## config.mk

```make
export PLATFORM = sky130hd
export DESIGN_NAME = tft_fb_arb
export DESIGN_NICKNAME = d
export VERILOG_FILES = /design/src/rtl/tft_fb_arb.sv
export SDC_FILE = /design/constraint.sdc
export NUM_CORES = 1
export LEC_CHECK = 0
export CAP_MARGIN = 20
export CORE_ASPECT_RATIO = 0.7
export CORE_MARGIN = 2
export CORE_UTILIZATION = 53
export CTS_BUF_LIST = sky130_fd_sc_hd__clkbuf_2 sky130_fd_sc_hd__clkbuf_4 sky130_fd_sc_hd__clkbuf_8
export DETAILED_ROUTE_END_ITERATION = 12
export PLACE_DENSITY = 0.95
export SLEW_MARGIN = 20
export SYNTH_ARGS = -nofsm -noshare
export SYNTH_HDL_FRONTEND = slang
export SYNTH_SLANG_ARGS = --single-unit
```

## constraint.sdc

```tcl
create_clock -name clk -period 2.97 [get_ports clk]
set_input_delay 0.594 -clock clk [delete_from_list [all_inputs] [get_ports clk]]
set_output_delay 0.594 -clock clk [all_outputs]
set_load 0.005 [all_outputs]
```

## src/rtl/tft_fb_arb.sv

```systemverilog
// tft_fb_arb: single-port display RAM arbiter. TFT reads always win the slot,
// then posted host writes drain from a 2-entry buffer, then a single host read.
module tft_fb_arb #(
    parameter int AW    = 13,
    parameter int DW    = 8,
    parameter int DEPTH = 4800
) (
    input  logic          clk,
    input  logic          rst_x,
    input  logic          i_tft_rdreq,
    input  logic [AW-1:0] i_tft_raddr,
    output logic          o_tft_rdack,
    output logic [DW-1:0] o_tft_rdata,
    input  logic          i_host_wreq,
    input  logic [AW-1:0] i_host_waddr,
    input  logic [DW-1:0] i_host_wdata,
    output logic          o_host_wfull,
    output logic          o_host_wovf,
    input  logic          i_host_ovf_clr,
    input  logic          i_host_rreq,
    input  logic [AW-1:0] i_host_raddr,
    output logic          o_host_rbusy,
    output logic          o_host_rvld,
    output logic [DW-1:0] o_host_rdata,
    output logic          o_sram_ce,
    output logic          o_sram_we,
    output logic [AW-1:0] o_sram_addr,
    output logic [DW-1:0] o_sram_wdata,
    input  logic [DW-1:0] i_sram_rdata
);
    localparam logic [AW-1:0] LIM = AW'(DEPTH);

    typedef enum logic [1:0] {H_IDLE, H_WAIT, H_DATA} h_state_t;

    h_state_t      r_hst, w_hst_nxt;
    logic [AW-1:0] r_wq_addr [2];
    logic [DW-1:0] r_wq_data [2];
    logic          r_wp, r_rp;
    logic [1:0]    r_wcnt;
    logic          r_wovf, r_tpend, r_toor;
    logic [DW-1:0] r_tdata, r_hdata;
    logic [AW-1:0] r_haddr;
    logic          w_tft, w_push, w_pop, w_hgnt;
    logic          w_t_ok, w_wq_ok, w_h_ok;

    // TFT requests are masked during reset so the RAM port stays idle
    assign w_tft   = i_tft_rdreq & rst_x;
    assign w_push  = i_host_wreq & ~o_host_wfull;
    assign w_pop   = ~w_tft & (r_wcnt != 2'd0);
    assign w_hgnt  = ~w_tft & (r_wcnt == 2'd0) & (r_hst == H_WAIT);
    assign w_t_ok  = i_tft_raddr < LIM;
    assign w_wq_ok = r_wq_addr[r_rp] < LIM;
    assign w_h_ok  = r_haddr < LIM;

    assign o_tft_rdack  = w_tft;
    assign o_tft_rdata  = r_tpend ? (r_toor ? '0 : i_sram_rdata) : r_tdata;
    assign o_host_wfull = r_wcnt == 2'd2;
    assign o_host_wovf  = r_wovf;
    assign o_host_rdata = (r_hst == H_DATA) ? (w_h_ok ? i_sram_rdata : '0) : r_hdata;
    assign o_sram_ce    = (w_tft & w_t_ok) | (w_pop & w_wq_ok) | (w_hgnt & w_h_ok);
    assign o_sram_we    = w_pop & w_wq_ok;
    assign o_sram_addr  = w_tft ? i_tft_raddr : w_pop ? r_wq_addr[r_rp] : w_hgnt ? r_haddr : '0;
    assign o_sram_wdata = w_pop ? r_wq_data[r_rp] : '0;

    always_comb begin
        w_hst_nxt    = r_hst;
        o_host_rbusy = 1'b1;
        o_host_rvld  = 1'b0;
        case (r_hst)
            H_IDLE: begin
                o_host_rbusy = 1'b0;
                w_hst_nxt    = i_host_rreq ? H_WAIT : H_IDLE;
            end
            H_WAIT:  w_hst_nxt = w_hgnt ? H_DATA : H_WAIT;
            H_DATA: begin
                o_host_rvld = 1'b1;
                w_hst_nxt   = H_IDLE;
            end
            default: w_hst_nxt = H_IDLE;
        endcase
    end

    always_ff @(posedge clk or negedge rst_x) begin
        if (!rst_x) begin
            r_hst   <= H_IDLE;
            r_haddr <= '0;
            r_hdata <= '0;
            r_tpend <= 1'b0;
            r_toor  <= 1'b0;
            r_tdata <= '0;
            r_wp    <= 1'b0;
            r_rp    <= 1'b0;
            r_wcnt  <= 2'd0;
            r_wovf  <= 1'b0;
        end else begin
            r_hst   <= w_hst_nxt;
            r_haddr <= (r_hst == H_IDLE && i_host_rreq) ? i_host_raddr : r_haddr;
            r_hdata <= o_host_rvld ? o_host_rdata : r_hdata;
            r_tpend <= w_tft;
            r_toor  <= ~w_t_ok;
            r_tdata <= r_tpend ? o_tft_rdata : r_tdata;
            r_wp    <= r_wp ^ w_push;
            r_rp    <= r_rp ^ w_pop;
            r_wcnt  <= r_wcnt + {1'b0, w_push} - {1'b0, w_pop};
            r_wovf  <= (i_host_wreq & o_host_wfull) | (r_wovf & ~i_host_ovf_clr);
        end
    end

    always_ff @(posedge clk) begin
        if (w_push) begin
            r_wq_addr[r_wp] <= i_host_waddr;
            r_wq_data[r_wp] <= i_host_wdata;
        end
    end
endmodule
```

# Word-level counts from Yosys, hierarchy flattened
# Memories as Yosys holds them, arrays and structs flattened.
# Cells that the tools add are included.
# word_totals
ff_bits,38
ramBits,42
out_inout_bits,44
elab_cells,58
n_memories,2
# classes
add_sub_neg,2
magnitude_cmp,3
n_eq_ne,3
n_mux,15
bitwise,19
n_reduce_logical,4
# mem_list
memory,depth,width,read_ports,rd_ports_with_merged_regs,wr,line,source
r_wq_addr,2,13,1,0,1,36,logic [AW-1:0] r_wq_addr [2];
r_wq_data,2,8,1,0,1,37,logic [DW-1:0] r_wq_data [2];
# ops
operator,count
two-way mux 8 bit,5
"less-than comparator 13 bit, second input constant",3
two-way mux 13 bit,3
AND 1 bit,10
two-way mux 1 bit,5
"== test 2 bit, second input constant",2
zero test 2 bit,2
inverter 1 bit,4
one-hot mux 2 bit (2 select lines),1
bitwise OR 1 bit,3
adder 2 x 1 -> 2 bit,1
"== test 2 x 1 -> 1 bit, second input constant",1
two-way mux 2 bit,1
nonzero test 2 bit,1
subtractor 2 x 1 -> 2 bit,1
XOR 1 bit,2
logical AND 1 bit,1

# Logic depth before layout (Yosys ltp)
# Gate-level depths: netlist (run 1).
# logic_depth
depth_word,7
depth_mapped,10

# Worst setup path after synthesis (run 1)
# No wires, ideal clock.
# synth_path
path_type,in2out
startpoint,input i_tft_rdreq
endpoint,output o_sram_addr[10]
arrival_time_ns,1.521
t_required_ns,2.376
setup_slack_ns,0.855
stages,6
cell_sequence,nand2_1 -> inv_1 -> nor4b_4 -> buf_6 -> a21oi_1 -> a21oi_1
# synth_between
elab_chain_cells,7
elab_cells_between_ends,8
classes_between,3 x mux; 5 x bitwise
# synth_lines
item,line,source
start: declaration,10,"input logic i_tft_rdreq,"
AND 1 bit (*),47,assign w_tft = i_tft_rdreq & rst_x;
named net o_tft_rdack,12,"output logic o_tft_rdack,"
inverter 1 bit,"49, 50",
AND 1 bit (2 in a row),50,assign w_hgnt = ~w_tft & (r_wcnt == 2'd0) & (r_hst == H_WAIT);
two-way mux 13 bit (2 in a row),62,assign o_sram_addr = w_tft ? i_tft_raddr : w_pop ? r_wq_addr[r_rp] : w_hgnt ? r_haddr : '0;
two-way mux 13 bit (*),62,
end: declaration,27,"output logic [AW-1:0] o_sram_addr,"
# Mark *: on every way through the listed nets, which the timed path passes. The rest lies on a longest branch.

# Worst setup path after layout (run 1)
# layout_path
startpoint,register r_rp
endpoint,output o_sram_we
# layout_between
elab_chain_cells,3
# layout_lines
item,line,source
start: declaration,38,"logic r_wp, r_rp;"
start signal: assignment,103,r_rp <= r_rp ^ w_pop;
memory (2 x 13 bit),-,
less-than comparator 13 bit,52,assign w_wq_ok = r_wq_addr[r_rp] < LIM;
AND 1 bit,61,assign o_sram_we = w_pop & w_wq_ok;
end: declaration,26,"output logic o_sram_we,"
# No other way between the ends.

==> metrics.cfg, run 1 <==
[status]
outcome = complete, no violations

[setup_path]
startpoint_type = flip-flop
crit_required_ns = 2.38
reg2reg_slack_ns = 0.97
r2r-start = r_wcnt[1]
r2r_end = r_wcnt[1]
critPathCaptureType = output port
cp_max_fo = 9
r2r_cells = 9
critical_path_class = flip-flop to output port
arrival_ns = 2.37

[sta]
fin_crit_sh = 0.997
setup_tns_ns = 0
setup_viol = 0
hold_violations = 0
finClkSkew_ns = 0.0101
worstMarginPinSlew_ns = 0.737
slew_headroom = 0.508
setup_slack_ns = 0.00888
finalCriticalPeriod_ns = 2.96
final_max_slew_viol_count = 0
clock.fmax_mhz = 338

[placement]
place_inst = 482
pre_cts_slack_ns = -0.196
dpl-instance-area_um2 = 4740
dp_hpwl_um = 6110
port_buffers = 104
gp_congestion = 0.804

[run]
cap_violations = 0

[cells_and_area]
regArea_um2 = 2210
area_delta_synth_final_pct = 41.8
final_area_um2 = 5030
final_layout_size_suffix_gt1_frac = 0.157
fin_nets = 474
n_antenna_cell = 0
multi_input_area_um2 = 1200
fill_cells = 394
stdcell_count = 505
fin_util = 0.794

[global_route]
grt_pass1_wl_um = 13900
grt_max_degree = 39
first_global_vias = 2826
grt_usage = 0.250
antenna_found_initial = 0
grt_remaining_overflow = 0

[drt]
met3_wirelength_um = 731
antenna_left = 0
met2_length_um = 4420
vias = 2772
wl_per_cell_um = 17.7
avgViaCountPerCell = 5.49
wl_um = 8940
drt_iter0_markers = 136
drc = 0
wl_met1_um = 3600
top_layer_used = met4
drt-pass1-iter-count = 4

[synth]
synth_xor_area_frac = 0.00740
netlist_top_cells_area = edfxtp_1, dfrtp_1, mux2i_1, mux2_2, a22o_1
synth_compound_area_frac = 0.127
synth_common_cells = edfxtp_1, dfrtp_1, nor2_1
syn_nets = 351
muxShareOfSynthArea = 0.101
ys_seq_elements = 80
syn-cell-area_um2 = 3550
synthSimpleGateAreaFrac = 0.0857
synthArstFlopShare = 0.475
synth_top_area_frac = 0.355
synth_cell_type_count = 38
synth.avg_cell_area_um2 = 12.4
synth_seq_area_share = 0.623
synth_fa_ha_area_frac = 0.0141
synthCells = 286
synthFlopType = edfxtp_1
synth_edf_count = 42
yosysMostFrequentCell = edfxtp_1
yosysWarnings = 0
synth_top_family_by_area = compound AO/OA/AOI/OAI gates
synth.largest_area_cell = edfxtp_1

[cts]
path_clk_slew_ns = 0.08
clock_path_buffers = 2
ctsHoldBuffers = 0
clk_latency_ns = 0.35
htree_levels = 3
clock-sinks = 80
cts_tree = yes
numCtsBuffers = 9
root_buffer = clkbuf_8

[pwr]
vdd_ir_drop_max_v = 0.000429
power_density_nw_per_um2 = 906
leakage_nw = 2.11

[die]
start_util = 0.560
pin_count = 105
die_w_um = 102
rows = 24
die_h_um = 72.5
coreArea_um2 = 6340
die-area_um2 = 7380

[hold_path]
min_path_type = input port to asynchronous set/reset pin

## registers in the layout, summed over array words and instances, names as in the netlist
signal       cells
r_hdata          8
o_host_wovf      1
r_tdata          8
r_haddr         13
r_wq_data       16
r_toor           1
r_wcnt           2
r_wp             1
r_wq_addr       26
r_tpend          1
r_rp             1
r_hst            2
## worst max path at each step
stage	start	to	slack [ns]	depth (start not counted)
2_1_floorplan	i_tft_rdreq	o_sram_addr[10]	0.86	6
3_3_place_gp	i_tft_rdreq	o_sram_addr[6]	-0.11	8
3_5_place_dp	i_tft_rdreq	o_sram_addr[5]	-0.20	8
4_1_cts	i_tft_rdreq	o_sram_we	-0.05	7
5_1_grt	r_rp	o_sram_we	-0.04	6
6_report	r_rp	o_sram_we	0.009	6
## worst max-delay path, stage by stage, from the launching register on
cell	delay (ns)
dfrtp_2	0.46
buf_6	0.17
a211o_1	0.29
o311a_1	0.17
o31ai_4	0.29
buf_4	0.17
clkdlybuf4s50_1	0.49
## cells in the final DEF, fill, tap and decap left out, types with 2 or more instances in the layout
| cell type | synthesis | layout |
|---|---|---|
| a211o_1 | 2 | 2 |
| a211oi_1 | 2 | 2 |
| a21oi_1 | 24 | 24 |
| a21oi_2 | 2 | 2 |
| a22o_1 | 16 | 16 |
| buf_2 | 6 | 2 |
| buf_4 | 1 | 20 |
| buf_6 | 1 | 2 |
| bufinv_16 | 0 | 2 |
| clkbuf_8 | 0 | 10 |
| clkdlybuf4s50_1 | 0 | 88 |
| dfrtp_1 | 38 | 37 |
| dlygate4sd2_1 | 0 | 12 |
| edfxtp_1 | 42 | 42 |
| ha_1 | 4 | 4 |
| inv_1 | 20 | 19 |
| mux2_2 | 13 | 13 |
| mux2i_1 | 20 | 20 |
| nand2_1 | 5 | 4 |
| nand3_1 | 2 | 2 |
| nand3b_1 | 8 | 8 |
| nor2_1 | 37 | 37 |
| o21ai_0 | 17 | 17 |
| xnor2_1 | 3 | 3 |
## final cells by class
type / count / share of cell area
Clock inverter: 5 / 0.0159
Clock buffer: 11 / 0.0288
Timing Repair Buffer: 127 / 0.240
Multi-Input combinational cell: 171 / 0.238
Sequential cell: 80 / 0.440
Tap cell: 91 / 0.0226
Inverter: 20 / 0.0149
## what timing repair did
action / CTS / global route
gates cloned: 1 / 0
buffers inserted: 6 / 1
pin swaps: 4 / 3
setup endpoints to repair: 16 / 4
gates resized for setup: 23 / 7
## power breakdown
group          internal [W]  leakage (nW)  switching (W)
Clock              0.000506         0.117       0.000388
Sequential          0.00154         0.858       0.000206
Combinational       0.00106          1.13       0.000856
Total               0.00311          2.11        0.00145
## per-layer routing
metal | GRT usage | vias to the layer above
li1 | - | 1271
met1 | 0.306 | 1357
met2 | 0.430 | 125
met3 | 0.0780 | 19
met4 | 0.0756 | 0
met5 | 0 | -
## cells by family (layout without fill, tap and decap cells)
kind of cell    Yosys count  after routing
xor+xnor                  3              3
mux                      34             34
compound gates           69             69
flops                    80             80
simple gates             61             61
buf+inv                  35            163
fa+ha+maj                 4              4
## stage by stage
step / hold slack [ns] / power [W]
4_1_cts: 0.324 / 0.00455
3_3_place_gp: 0.488 / 0.00356
5_1_grt: 0.353 / 0.00481
6_report: 0.317 / 0.00456
2_1_floorplan: 0.298 / 0.00272
3_5_place_dp: 0.491 / 0.00365
(Power assumes the default switching activity.)
==> run 2: changes to the inputs <==
GPL_ROUTABILITY_DRIVEN = 0   (was default)
==> results of run 2 <==
No change in the layout: final DEF, timing and power equal those of run 1.
==> run 3: changes to the inputs <==
GPL_ROUTABILITY_DRIVEN = default   (was 0)
==> results of run 3 <==
No change in the layout: final DEF, timing and power equal those of run 1.
